===== config.mk =====
export PLATFORM = sky130hd
export DESIGN_NAME = mag_trend_monitor
export DESIGN_NICKNAME = d
export VERILOG_FILES = /design/src/rtl/mag_trend_monitor.sv
export SDC_FILE = /design/constraint.sdc
export NUM_CORES = 1
export LEC_CHECK = 0
export CAP_MARGIN = 20
export CORE_ASPECT_RATIO = 1.75
export CORE_MARGIN = 1
export CORE_UTILIZATION = 54
export CTS_BUF_LIST = sky130_fd_sc_hd__clkbuf_16
export DETAILED_ROUTE_END_ITERATION = 12
export HOLD_SLACK_MARGIN = 0.12
export PLACE_DENSITY = 0.85
export SLEW_MARGIN = 5
export SYNTH_ARGS = -nofsm -noshare
export SYNTH_HDL_FRONTEND = slang
export SYNTH_SLANG_ARGS = --single-unit

===== constraint.sdc =====
create_clock -name clk -period 4.4 [get_ports clk]
set_input_delay 1.1 -clock clk [delete_from_list [all_inputs] [get_ports clk]]
set_output_delay 1.1 -clock clk [all_outputs]
set_load 0.03 [all_outputs]

===== src/rtl/mag_trend_monitor.sv =====
// mag_trend_monitor: saturating outcome counters and alarm hysteresis FSM behind the fourbitmag comparator.
// Optional one-hot legality check and sticky err enabled by defining MAG_TREND_ONEHOT_CHK_EN.
module mag_trend_monitor #(
   parameter int THRESH = 4,
   parameter int CNT_W  = 8
) (
   input  logic             clk,
   input  logic             rst_n,
   input  logic             in_valid,
   input  logic             less,
   input  logic             equal,
   input  logic             greater,
   input  logic             clr,
   output logic [1:0]       state,
   output logic             alarm,
   output logic [CNT_W-1:0] streak,
   output logic [CNT_W-1:0] gt_cnt,
   output logic [CNT_W-1:0] eq_cnt,
   output logic [CNT_W-1:0] lt_cnt,
   output logic             err
);
   typedef enum logic [1:0] {NORMAL = 2'd0, ARMING = 2'd1, ALARM = 2'd2, RELEASE = 2'd3} st_t;
   localparam logic [CNT_W-1:0] MAX = '1;
   localparam logic [CNT_W-1:0] TH  = CNT_W'(THRESH);
   localparam logic [CNT_W-1:0] ONE = CNT_W'(1);
   st_t st;
   logic legal, g, e, l, acc, hit;
   logic [CNT_W-1:0] sp1;
`ifdef MAG_TREND_ONEHOT_CHK_EN
   assign legal = (less ^ equal ^ greater) & ~(less & equal & greater);
   assign g = greater;
   assign e = equal;
   assign l = less;
   always_ff @(posedge clk or negedge rst_n)
      if (!rst_n) err <= 1'b0;
      else err <= ~clr & (err | (in_valid & ~legal));
`else
   // priority greater > equal > less; all-low falls through to less
   logic unused_less;
   assign unused_less = less;
   assign legal = 1'b1;
   assign g = greater;
   assign e = ~greater & equal;
   assign l = ~greater & ~equal;
   assign err = 1'b0;
`endif
   assign acc   = in_valid & ~clr & legal;
   assign sp1   = streak + ONE;
   assign hit   = sp1 == TH;
   assign state = st;
   assign alarm = st[1];
   always_ff @(posedge clk or negedge rst_n)
      if (!rst_n) begin
         st     <= NORMAL;
         streak <= '0;
      end else if (clr) begin
         st     <= NORMAL;
         streak <= '0;
      end else if (acc)
         case (st)
            NORMAL: begin
               st     <= g ? (THRESH == 1 ? ALARM : ARMING) : NORMAL;
               streak <= (g && THRESH != 1) ? ONE : '0;
            end
            ARMING: begin
               st     <= g ? (hit ? ALARM : ARMING) : NORMAL;
               streak <= (g && !hit) ? sp1 : '0;
            end
            ALARM: begin
               st     <= g ? ALARM : (THRESH == 1 ? NORMAL : RELEASE);
               streak <= (!g && THRESH != 1) ? ONE : '0;
            end
            RELEASE: begin
               st     <= g ? ALARM : (hit ? NORMAL : RELEASE);
               streak <= (!g && !hit) ? sp1 : '0;
            end
         endcase
   always_ff @(posedge clk or negedge rst_n)
      if (!rst_n) begin
         gt_cnt <= '0;
         eq_cnt <= '0;
         lt_cnt <= '0;
      end else if (clr) begin
         gt_cnt <= '0;
         eq_cnt <= '0;
         lt_cnt <= '0;
      end else if (acc) begin
         if (g && gt_cnt != MAX) gt_cnt <= gt_cnt + ONE;
         if (e && eq_cnt != MAX) eq_cnt <= eq_cnt + ONE;
         if (l && lt_cnt != MAX) lt_cnt <= lt_cnt + ONE;
      end
endmodule


**Yosys cells after proc, flatten, opt, wreduce, memory -nomap -nowiden**

Cells that the tools add are included.

- Bits in registers: 34
- Output and inout port bits: 36
- Word-level logic and storage cells: 62

- $add $sub $neg: 4
- Equality and inequality tests: 7
- Multiplexer cells: 25
- Bitwise logic cells: 6
- Reductions and logical operators: 15

Operators by type and width:

| operator | number |
|---|---|
| two-way mux 8 bit | 13 |
| adder 8 x 1 -> 8 bit, second input constant | 4 |
| case mux 8 bit (4 select lines) | 1 |
| inequality test 8 bit, second input constant | 3 |
| two-way mux 2 bit | 6 |
| equality test 8 x 3 -> 1 bit, second input constant | 1 |
| case mux 2 bit (4 select lines) | 1 |
| nonzero test 2 bit | 4 |
| AND reduction 2 bit | 3 |
| logical AND 1 bit | 5 |
| equality test 2 bit, second input constant | 2 |
| two-way mux 1 bit | 4 |
| AND 1 bit | 3 |
| inverter 1 bit | 3 |
| equality test 2 x 1 -> 1 bit, second input constant | 1 |
| zero test 1 bit | 2 |
| zero test 2 bit | 1 |

**Depth between registers and ports, before layout**

Gate-level depths: netlist of the first run.

- Depth in word-level cells: 8
- Mapped depth: 5

**Worst setup path before layout of the first run**

Ideal clock, no wire load.

- Path type: input -> register
- From: input port greater
- To: register eq_cnt[5]
- Library setup time: 78 ps
- Arrival: 2183 ps
- Path slack: 2139 ps
- Stages on the path: 5
- Path buffers: 1
- Path through: buf_6 nand3b_4 or3_4 or3_1 a21oi_1

- Cells in the longest elaborated chain, start to end: 5

Ends and longest elaborated chain:

| what | line | text |
|---|---|---|
| from (decl) | 12 | `input logic greater,` |
| inverter 1 bit | 43 | `assign e = ~greater & equal;` |
| AND 1 bit | 43 |  |
| logical AND 1 bit | 89 | `if (e && eq_cnt != MAX) eq_cnt <= eq_cnt + ONE;` |
| nonzero test 2 bit (no line) | - |  |
| AND reduction 2 bit (no line) | - |  |
| to (signal assigned) | 89 |  |
| to (decl) | 18 | `output logic [CNT_W-1:0] eq_cnt,` |

No other way between the ends.
A chain may end at the register's enable or synchronous reset.

**Worst setup path in the final report of the first run**

- From: input port in_valid
- To: register streak[5]

- Cells in the longest elaborated chain, start to end: 2

Ends and longest elaborated chain:

| what | line | text |
|---|---|---|
| from (decl) | 9 | `input logic in_valid,` |
| AND 1 bit | 47 | `assign acc = in_valid & ~clr & legal;` |
| nonzero test 2 bit (no line) | - |  |
| to (signal assigned) | 63 | `streak <= (g && THRESH != 1) ? ONE : '0;` |
| to (signal assigned) | 67 | `streak <= (g && !hit) ? sp1 : '0;` |
| to (signal assigned) | 71 | `streak <= (!g && THRESH != 1) ? ONE : '0;` |
| to (decl) | 16 | `output logic [CNT_W-1:0] streak,` |

No other way between the ends.

==> flow_metrics.py, run 1 <==
metrics = {
    "logic_synthesis": {
        "synth.distinct_cells": 48,
        "synth_flop_cell": "dfrtp_1",
        "ys_seq_area_share_pct": 45.2,
        "yosys_warnings": 0,
        "avgSynthCellArea_um2": 9.51,
        "synth_area_um2": 1880,
        "synth_edf_count": 0,
        "synth_nets": 209,
        "syn_inst": 198,
        "ys_ff_latch": 34,
        "async_flop_share_pct": 100,
    },
    "sta": {
        "period_share_pct": 65.9,
        "min_period_ps": 2900,
        "final-max-slew-violation-count": 0,
        "max-slew-margin-rel_pct": 56.9,
        "finalSetupViolations": 0,
        "setup_tns_ps": 0,
        "hold_violations": 0,
        "max_slew.worst_pin.slew_ps": 644,
        "skew_ps": 3.63,
        "fin_hold_ws_ps": 511,
        "fmax_ghz": 0.345,
        "rsz0062_at_grt": "no",
    },
    "critical_path": {
        "worst-setup-path-type": "input pin to flop",
        "crit_required_ps": 4590,
        "cp.arrival_ps": 3090,
        "cp-end-kind": "flop",
        "crit_path_max_fanout": 16,
        "cp-start-kind": "input pin",
    },
    "grt": {
        "grt_pass1_vias": 1655,
        "overflow": 0,
        "antenna_found_initial": 0,
        "grt_pass1_wl_mm": 7.09,
        "track_usage_pct": 26.2,
        "grt_max_degree": 35,
    },
    "hold_path": {
        "hold_path_class": "flop to flop",
    },
    "floorplanning": {
        "initial_utilization_pct": 56.0,
        "design.core.area_um2": 3360,
        "chipWidth_um": 46.6,
        "num_rows": 28,
        "die_area_um2": 3740,
        "io_pins": 43,
        "die_h_um": 80.1,
    },
    "drt": {
        "num_vias": 1658,
        "dr.pass1.iters": 4,
        "drt-initial-drc-count": 26,
        "vias_per_cell": 5.82,
        "routed_wl_mm": 4.23,
        "drt_drc_violations_left": 0,
        "ant_nets": 0,
        "avgRoutedWirePerCell_um": 14.8,
    },
    "power_and_ir_drop": {
        "leakage_nw": 1.02,
        "p_per_area_nw_per_um2": 286,
        "ir_drop_mv": 0.408,
        "p_total_uw": 701,
    },
    "clock_network": {
        "clockBufferDepth": 2,
        "cts_sinks": 34,
        "clkLatencyLatePin_ps": 270,
        "path_clk_slew_ps": 50,
        "clock-root-buffer": "clkbuf_16",
        "cts_hold_buf": 0,
        "tritoncts": "built",
        "cts_buffers": 5,
        "post_cts_resize_count": 0,
        "postCtsSetupRepairBufs": 0,
        "cts_max_level": 2,
    },
    "finish": {
        "fill_cells": 290,
        "syn_to_final_growth_pct": 29.9,
        "num_antenna_cells": 0,
        "drive_gt1_share_pct": 4.58,
        "multi_input_area_um2": 960,
        "fin_util_pct": 72.7,
        "design_area_um2": 2450,
        "regArea_um2": 851,
        "final_nets": 250,
    },
    "placement": {
        "portBuffers": 40,
        "dp_hpwl_mm": 3.00,
        "postPlaceCellArea_um2": 2310,
        "place_congestion": 0.785,
    },
    "status": {
        "outcome": "finished, final reports clean",
    },
    "job": {
        "maxCapViolations": 0,
    },
}
## area by class of cell
type,instances,area share [%]
clock buffer,5,5.12
timing repair buffer,42,17.0
inverter,7,1.07
multi-input combinational,149,39.2
clock inverter,3,0.512
tap,45,2.30
sequential,34,34.8
## stage by stage
stage               worst slack (ps)  cells
finish                          1500    285
global route                    1380    285
CTS                             1540    285
detailed placement              1240    277
global placement                1280    277
floorplan                       2140    198
## synth_stat cells (4+ instances only)
cell type,number,share of area (%)
a21oi_1,10,2.7
o21ai_0,5,1.3
inv_1,7,1.4
xnor2_1,5,2.3
nor2_1,23,4.6
dfrtp_1,34,45
nand4_1,5,1.7
and3_1,6,2.0
mux2i_1,8,4.3
ha_1,4,2.7
xor2_1,8,3.7
nor3_1,6,1.6
nand3_1,5,1.3
or3_1,5,1.7
nand2_1,16,3.2
## cell usage in the layout, fill, tap and decap left out, types with 4 or more instances in the layout
cell type / count
and3_1: 6
or3_1: 5
nor3_1: 6
mux2i_1: 8
clkbuf_16: 5
nand2_1: 16
a21oi_1: 10
xor2_1: 8
nand3_1: 5
xnor2_1: 5
ha_1: 4
nor2_1: 23
inv_1: 8
o21ai_0: 5
clkdlybuf4s50_1: 40
dfrtp_1: 34
nand4_1: 5
## kinds of logic after synthesis
logic type	after synthesis	synth area share, %
other	1	0.199
multiplexers	8	4.25
AO/OA/AOI/OAI	36	12.7
AND/OR/NAND/NOR	87	25.1
adder cells (fa/ha/maj)	4	2.66
flip-flops	34	45.2
buffers and inverters	15	3.85
XOR/XNOR	13	6.05
## power breakdown
part | leakage, nW | switching (mW) | internal (mW)
clock network | 0.0724 | 0.121 | 0.204
registers | 0.472 | 0.00436 | 0.317
logic | 0.475 | 0.0343 | 0.0205
total | 1.02 | 0.159 | 0.541
## critical path: stages
cell and delay, ps:
clkdlybuf4s50_1 880, nand2_1 170, or3_1 450, or3_1 390
o21ai_0 80
## path summary, 6_finish.rpt
check	end	cells after the start	slack, ps	start
setup / recovery	streak[5]	5	1500	in_valid
hold / removal	gt_cnt[6]	1	510	gt_cnt[6]
setup reg to reg	state[1]	5	2640	streak[0]
hold reg to reg	gt_cnt[6]	1	510	gt_cnt[6]
max in group asynchronous	lt_cnt[7]	2	2860	rst_n
min in group asynchronous	eq_cnt[7]	2	1230	rst_n
## metal layers
metal	global-route usage [%]	part of all wire (%)	vias to the layer above
met5	0	0	-
li1	-	-	793
met2	46.8	57	41
met3	4.94	2.8	6
met4	11.4	2.1	0
met1	27.9	38	818
## registers in the layout, indices dropped and copies added, names as in the netlist
signal,cells
gt_cnt,8
lt_cnt,8
eq_cnt,8
state,2
streak,8
(Power assumes the default switching activity.)
==> inputs of run 2 (changes only) <==
CORE_UTILIZATION = 45   (was 54)
PLACE_DENSITY = 0.76   (was 0.85)
clock period = 2.55 ns   (was 4.4 ns; I/O delays follow)
==> flow_metrics.py, run 2 (synthesis gave the netlist of run 1 again) <==
metrics = {
    "finish": {
        "final_cell_mix": "clkdlybuf4s50_1, dfrtp_1, nor2_1",
        "final_nets": 256,
        "syn_to_final_growth_pct": 32.5,
        "drive_gt1_share_pct": 6.91,
        "multi_input_area_um2": 960,
        "num_antenna_cells": 0,
        "design_area_um2": 2490,
        "regArea_um2": 851,
        "fill_cells": 360,
        "layout_commonest_cell": "clkdlybuf4s50_1",
    },
    "grt": {
        "track_usage_pct": 21.2,
        "antenna_found_initial": 0,
        "overflow": 0,
        "grt_max_degree": 35,
        "grt_pass1_wl_mm": 7.17,
        "grt_pass1_vias": 1569,
    },
    "sta": {
        "fin_hold_ws_ps": 502,
        "rsz0062_at_grt": "no",
        "period_share_pct": 81.5,
        "max_slew.worst_pin.slew_ps": 495,
        "min_period_ps": 2080,
        "hold_violations": 0,
        "final-max-slew-violation-count": 0,
        "skew_ps": 4.96,
        "finalSetupViolations": 0,
        "max-slew-margin-rel_pct": 66.7,
        "setup_tns_ps": 0,
        "fmax_ghz": 0.481,
    },
    "placement": {
        "place_congestion": 0.759,
        "portBuffers": 40,
        "postPlaceCellArea_um2": 2360,
        "dp_hpwl_mm": 2.93,
    },
    "drt": {
        "ant_nets": 0,
        "routed_wl_mm": 4.10,
        "vias_per_cell": 5.60,
        "avgRoutedWirePerCell_um": 13.9,
        "drt_drc_violations_left": 0,
        "num_vias": 1645,
        "dr.pass1.iters": 4,
        "drt-initial-drc-count": 29,
    },
    "critical_path": {
        "timing.rr.start": "streak[0]",
        "crit_buf_inv": 1,
        "crit_path_max_fanout": 8,
        "max_stage_delay_ps": 720,
        "cp-start-kind": "flop",
        "cp.arrival_ps": 1440,
        "cp_slowest_cell": "clkdlybuf4s50_1",
        "cp-end-kind": "primary output",
        "worst-setup-path-type": "flop to primary output",
        "crit_required_ps": 1910,
        "path_cells": "clkdlybuf4s50_1",
        "crit_start": "gt_cnt[7]",
        "path_delay_family": "buffers and inverters",
    },
    "power_and_ir_drop": {
        "ir_drop_mv": 0.449,
        "p_per_area_nw_per_um2": 484,
        "p_sw_uw": 269,
        "seqPwrFrac_pct": 45.8,
        "leakage_nw": 1.05,
        "clock_power_share_pct": 46.0,
        "swShare_pct": 22.3,
        "p_int_uw": 939,
        "power_frac_comb_pct": 8.2,
    },
    "clock_network": {
        "cts_hold_buf": 0,
        "postCtsSetupRepairBufs": 0,
        "post_cts_resize_count": 0,
        "path_clk_slew_ps": 50,
        "cts_buffers": 5,
        "clock-root-buffer": "clkbuf_16",
        "clockBufferDepth": 2,
        "clkLatencyLatePin_ps": 270,
        "cts_sinks": 34,
        "tritoncts": "built",
        "cts_max_level": 2,
    },
    "floorplanning": {
        "die_h_um": 87.6,
        "initial_utilization_pct": 47.8,
        "die_area_um2": 4460,
        "io_pins": 43,
        "num_rows": 30,
        "design.core.area_um2": 3940,
        "chipWidth_um": 50.9,
    },
    "job": {
        "maxCapViolations": 0,
    },
    "hold_path": {
        "hold_path_class": "flop to flop",
        "min_from": "gt_cnt[6]",
    },
    "status": {
        "outcome": "finished, final reports clean",
    },
}
run 2: power by group through the flow:
| stage | Combinational (mW) | Clock [mW] | Sequential, mW |
|---|---|---|---|
| floorplan | 0.0404 | 0 | 0.575 |
| global placement | 0.0999 | 0 | 0.563 |
| detailed placement | 0.101 | 0 | 0.563 |
| CTS | 0.101 | 0.565 | 0.554 |
| global route | 0.110 | 0.589 | 0.554 |
| finish | 0.0989 | 0.556 | 0.554 |
run 2: stage by stage:
stage	utilization, %	instances	power, mW	setup slack [ps]
floorplan	-	198	0.615	751
global placement	59.8	286	0.663	192
detailed placement	59.8	286	0.664	183
CTS	63.3	294	1.22	455
global route	63.3	294	1.25	310
finish	63.3	294	1.21	471
run 2: final timing paths:
| kind | end | slack, ps | depth (start not counted) |
|---|---|---|---|
| max in group asynchronous | streak[4] | 1480 | 2 |
| worst min register to register | gt_cnt[6] | 500 | 1 |
| worst max-delay path | gt_cnt[7] | 470 | 1 |
| worst max register to register | state[1] | 790 | 5 |
| worst min-delay path | gt_cnt[6] | 500 | 1 |
| min in group asynchronous | gt_cnt[2] | 770 | 2 |
run 2: area by class of cell:
cell class	instances	area share, %
clock buffer	5	5.02
clock inverter	3	0.502
inverter	7	1.05
multi-input combinational	149	38.5
sequential	34	34.1
tap	48	2.41
timing repair buffer	48	18.5
run 2: worst reg2reg max path, cell delays in order (launching register included):
cell and delay, ps:
dfrtp_1 410, ha_1 240, nand2b_1 90, or3_1 320
nor4_1 390, mux2i_1 230
run 2: routing by layer:
metal	GRT usage (%)	vias to the layer above	wire (um)
met5	0	-	0
met4	8.84	0	71
met3	3.82	4	114
met2	37.0	30	2200
met1	25.1	803	1710
li1	-	808	-
==> inputs of run 3 (changes only) <==
CORE_UTILIZATION = 50   (was 45)
PLACE_DENSITY = 0.8   (was 0.76)
clock period = 2.11 ns   (was 2.55 ns; I/O delays follow)
==> flow_metrics.py, run 3 (synthesis gave the netlist of run 1 again) <==
metrics = {
    "clock_network": {
        "cts_buffers": 5,
        "post_cts_resize_count": 0,
        "tritoncts": "built",
        "cts_sinks": 34,
        "clkLatencyLatePin_ps": 280,
        "postCtsSetupRepairBufs": 0,
        "cts_hold_buf": 0,
        "clockBufferDepth": 2,
        "cts_max_level": 2,
        "path_clk_slew_ps": 50,
        "clock-root-buffer": "clkbuf_16",
    },
    "hold_path": {
        "hold_path_class": "flop to flop",
        "hold_end": "streak[1]",
        "min_from": "streak[1]",
        "hold_depth": 2,
    },
    "sta": {
        "min_period_ps": 1990,
        "setup_tns_ps": 0,
        "finalSetupViolations": 0,
        "period_share_pct": 94.2,
        "fmax_ghz": 0.503,
        "final-max-slew-violation-count": 0,
        "hold_violations": 0,
        "fin_hold_ws_ps": 561,
        "skew_ps": 2.85,
        "rsz0062_at_grt": "no",
    },
    "power_and_ir_drop": {
        "p_sw_uw": 337,
        "leakage_nw": 1.08,
        "swShare_pct": 22.8,
        "seqPwrFrac_pct": 45.4,
        "p_total_mw": 1.48,
        "clock_power_share_pct": 46.1,
        "p_per_area_nw_per_um2": 580,
        "ir_drop_mv": 0.844,
        "power_frac_comb_pct": 8.5,
        "p_int_mw": 1.14,
    },
    "drt": {
        "num_vias": 1694,
        "avgRoutedWirePerCell_um": 14.4,
        "routed_wl_mm": 4.30,
        "drt-initial-drc-count": 33,
        "drt_drc_violations_left": 0,
        "vias_per_cell": 5.67,
        "dr.pass1.iters": 4,
        "ant_nets": 0,
    },
    "grt": {
        "overflow": 0,
        "grt.met3_usage_pct": 5.68,
        "top_usage_layer": "met2",
        "gr-usage-met2_pct": 43.3,
        "antenna_found_initial": 0,
        "grt_pass1_vias": 1650,
        "grt_pass1_wl_mm": 7.45,
        "grt_max_degree": 35,
        "globalRouteMet1Util_pct": 25.3,
        "track_usage_pct": 23.8,
    },
    "floorplanning": {
        "design.core.area_um2": 3630,
        "die_h_um": 83.2,
        "initial_utilization_pct": 51.9,
        "chipWidth_um": 48.4,
        "io_pins": 43,
        "die_area_um2": 4030,
        "num_rows": 29,
    },
    "critical_path": {
        "path_delay_family": "buffers and inverters",
        "max_stage_delay_ps": 710,
        "timing.rr.start": "streak[0]",
        "path_cells": "clkdlybuf4s50_1",
        "r2r_slack_ps": 490,
        "worst-setup-path-type": "flop to primary output",
        "worstRegToRegCells": 6,
        "cp-start-kind": "flop",
        "cp-end-kind": "primary output",
        "crit_buf_inv": 1,
        "cp_slowest_cell": "clkdlybuf4s50_1",
        "rr_endpoint": "state[1]",
        "cp.arrival_ps": 1460,
        "crit_required_ps": 1580,
        "crit_path_max_fanout": 8,
    },
    "finish": {
        "syn_to_final_growth_pct": 35.1,
        "drive_gt1_share_pct": 9.49,
        "instances_no_fill": 299,
        "layout_commonest_cell": "clkdlybuf4s50_1",
        "num_antenna_cells": 0,
        "design_area_um2": 2540,
        "final_nets": 263,
        "final_cell_mix": "clkdlybuf4s50_1, dfrtp_1, nor2_1",
    },
    "placement": {
        "dp.cells": 291,
        "postPlaceCellArea_um2": 2410,
        "place_congestion": 0.806,
        "portBuffers": 40,
        "dp_hpwl_mm": 3.08,
    },
    "status": {
        "outcome": "finished, final reports clean",
    },
    "job": {
        "maxCapViolations": 0,
    },
}
[run 3: area by class of cell]
class | instances | area, um^2
Multi-Input combinational cell | 149 | 960
Clock buffer | 5 | 125
Inverter | 7 | 26.3
Timing Repair Buffer | 55 | 513
Fill cell | 304 | 1080
Sequential cell | 34 | 851
Clock inverter | 3 | 12.5
Tap cell | 46 | 57.6
[run 3: metal layers]
metal	routed length, um	share of wire [%]	vias up
met3	137	3.2	9
met4	102	2.4	0
met2	2400	56	40
met1	1660	39	824
li1	-	-	821
met5	0	0	-
[run 3: worst max-delay path by stage]
stage,start,endpoint,slack (ps),cells after the start
after floorplan,streak[0],state[1],380,5
after global placement,in_valid,lt_cnt[6],-100,4
after detailed placement,in_valid,lt_cnt[6],-110,4
after CTS,gt_cnt[7],gt_cnt[7],120,1
after global routing,in_valid,streak[5],40,5
final,gt_cnt[7],gt_cnt[7],120,1
[run 3: power by group through the flow]
stage	Sequential (mW)	Clock (mW)	Combinational (mW)
2_1_floorplan	0.695	0	0.0488
3_3_place_gp	0.681	0	0.126
3_5_place_dp	0.681	0	0.127
4_1_cts	0.670	0.687	0.128
5_1_grt	0.671	0.720	0.139
6_report	0.670	0.681	0.126
[run 3: metrics by stage]
step | worst slack, ps | util, %
final | 123 | 70.1
after global routing | 40.7 | 70.1
after CTS | 117 | 70.1
after detailed placement | -113 | 66.3
after global placement | -96.5 | 66.3
after floorplan | 381 | -
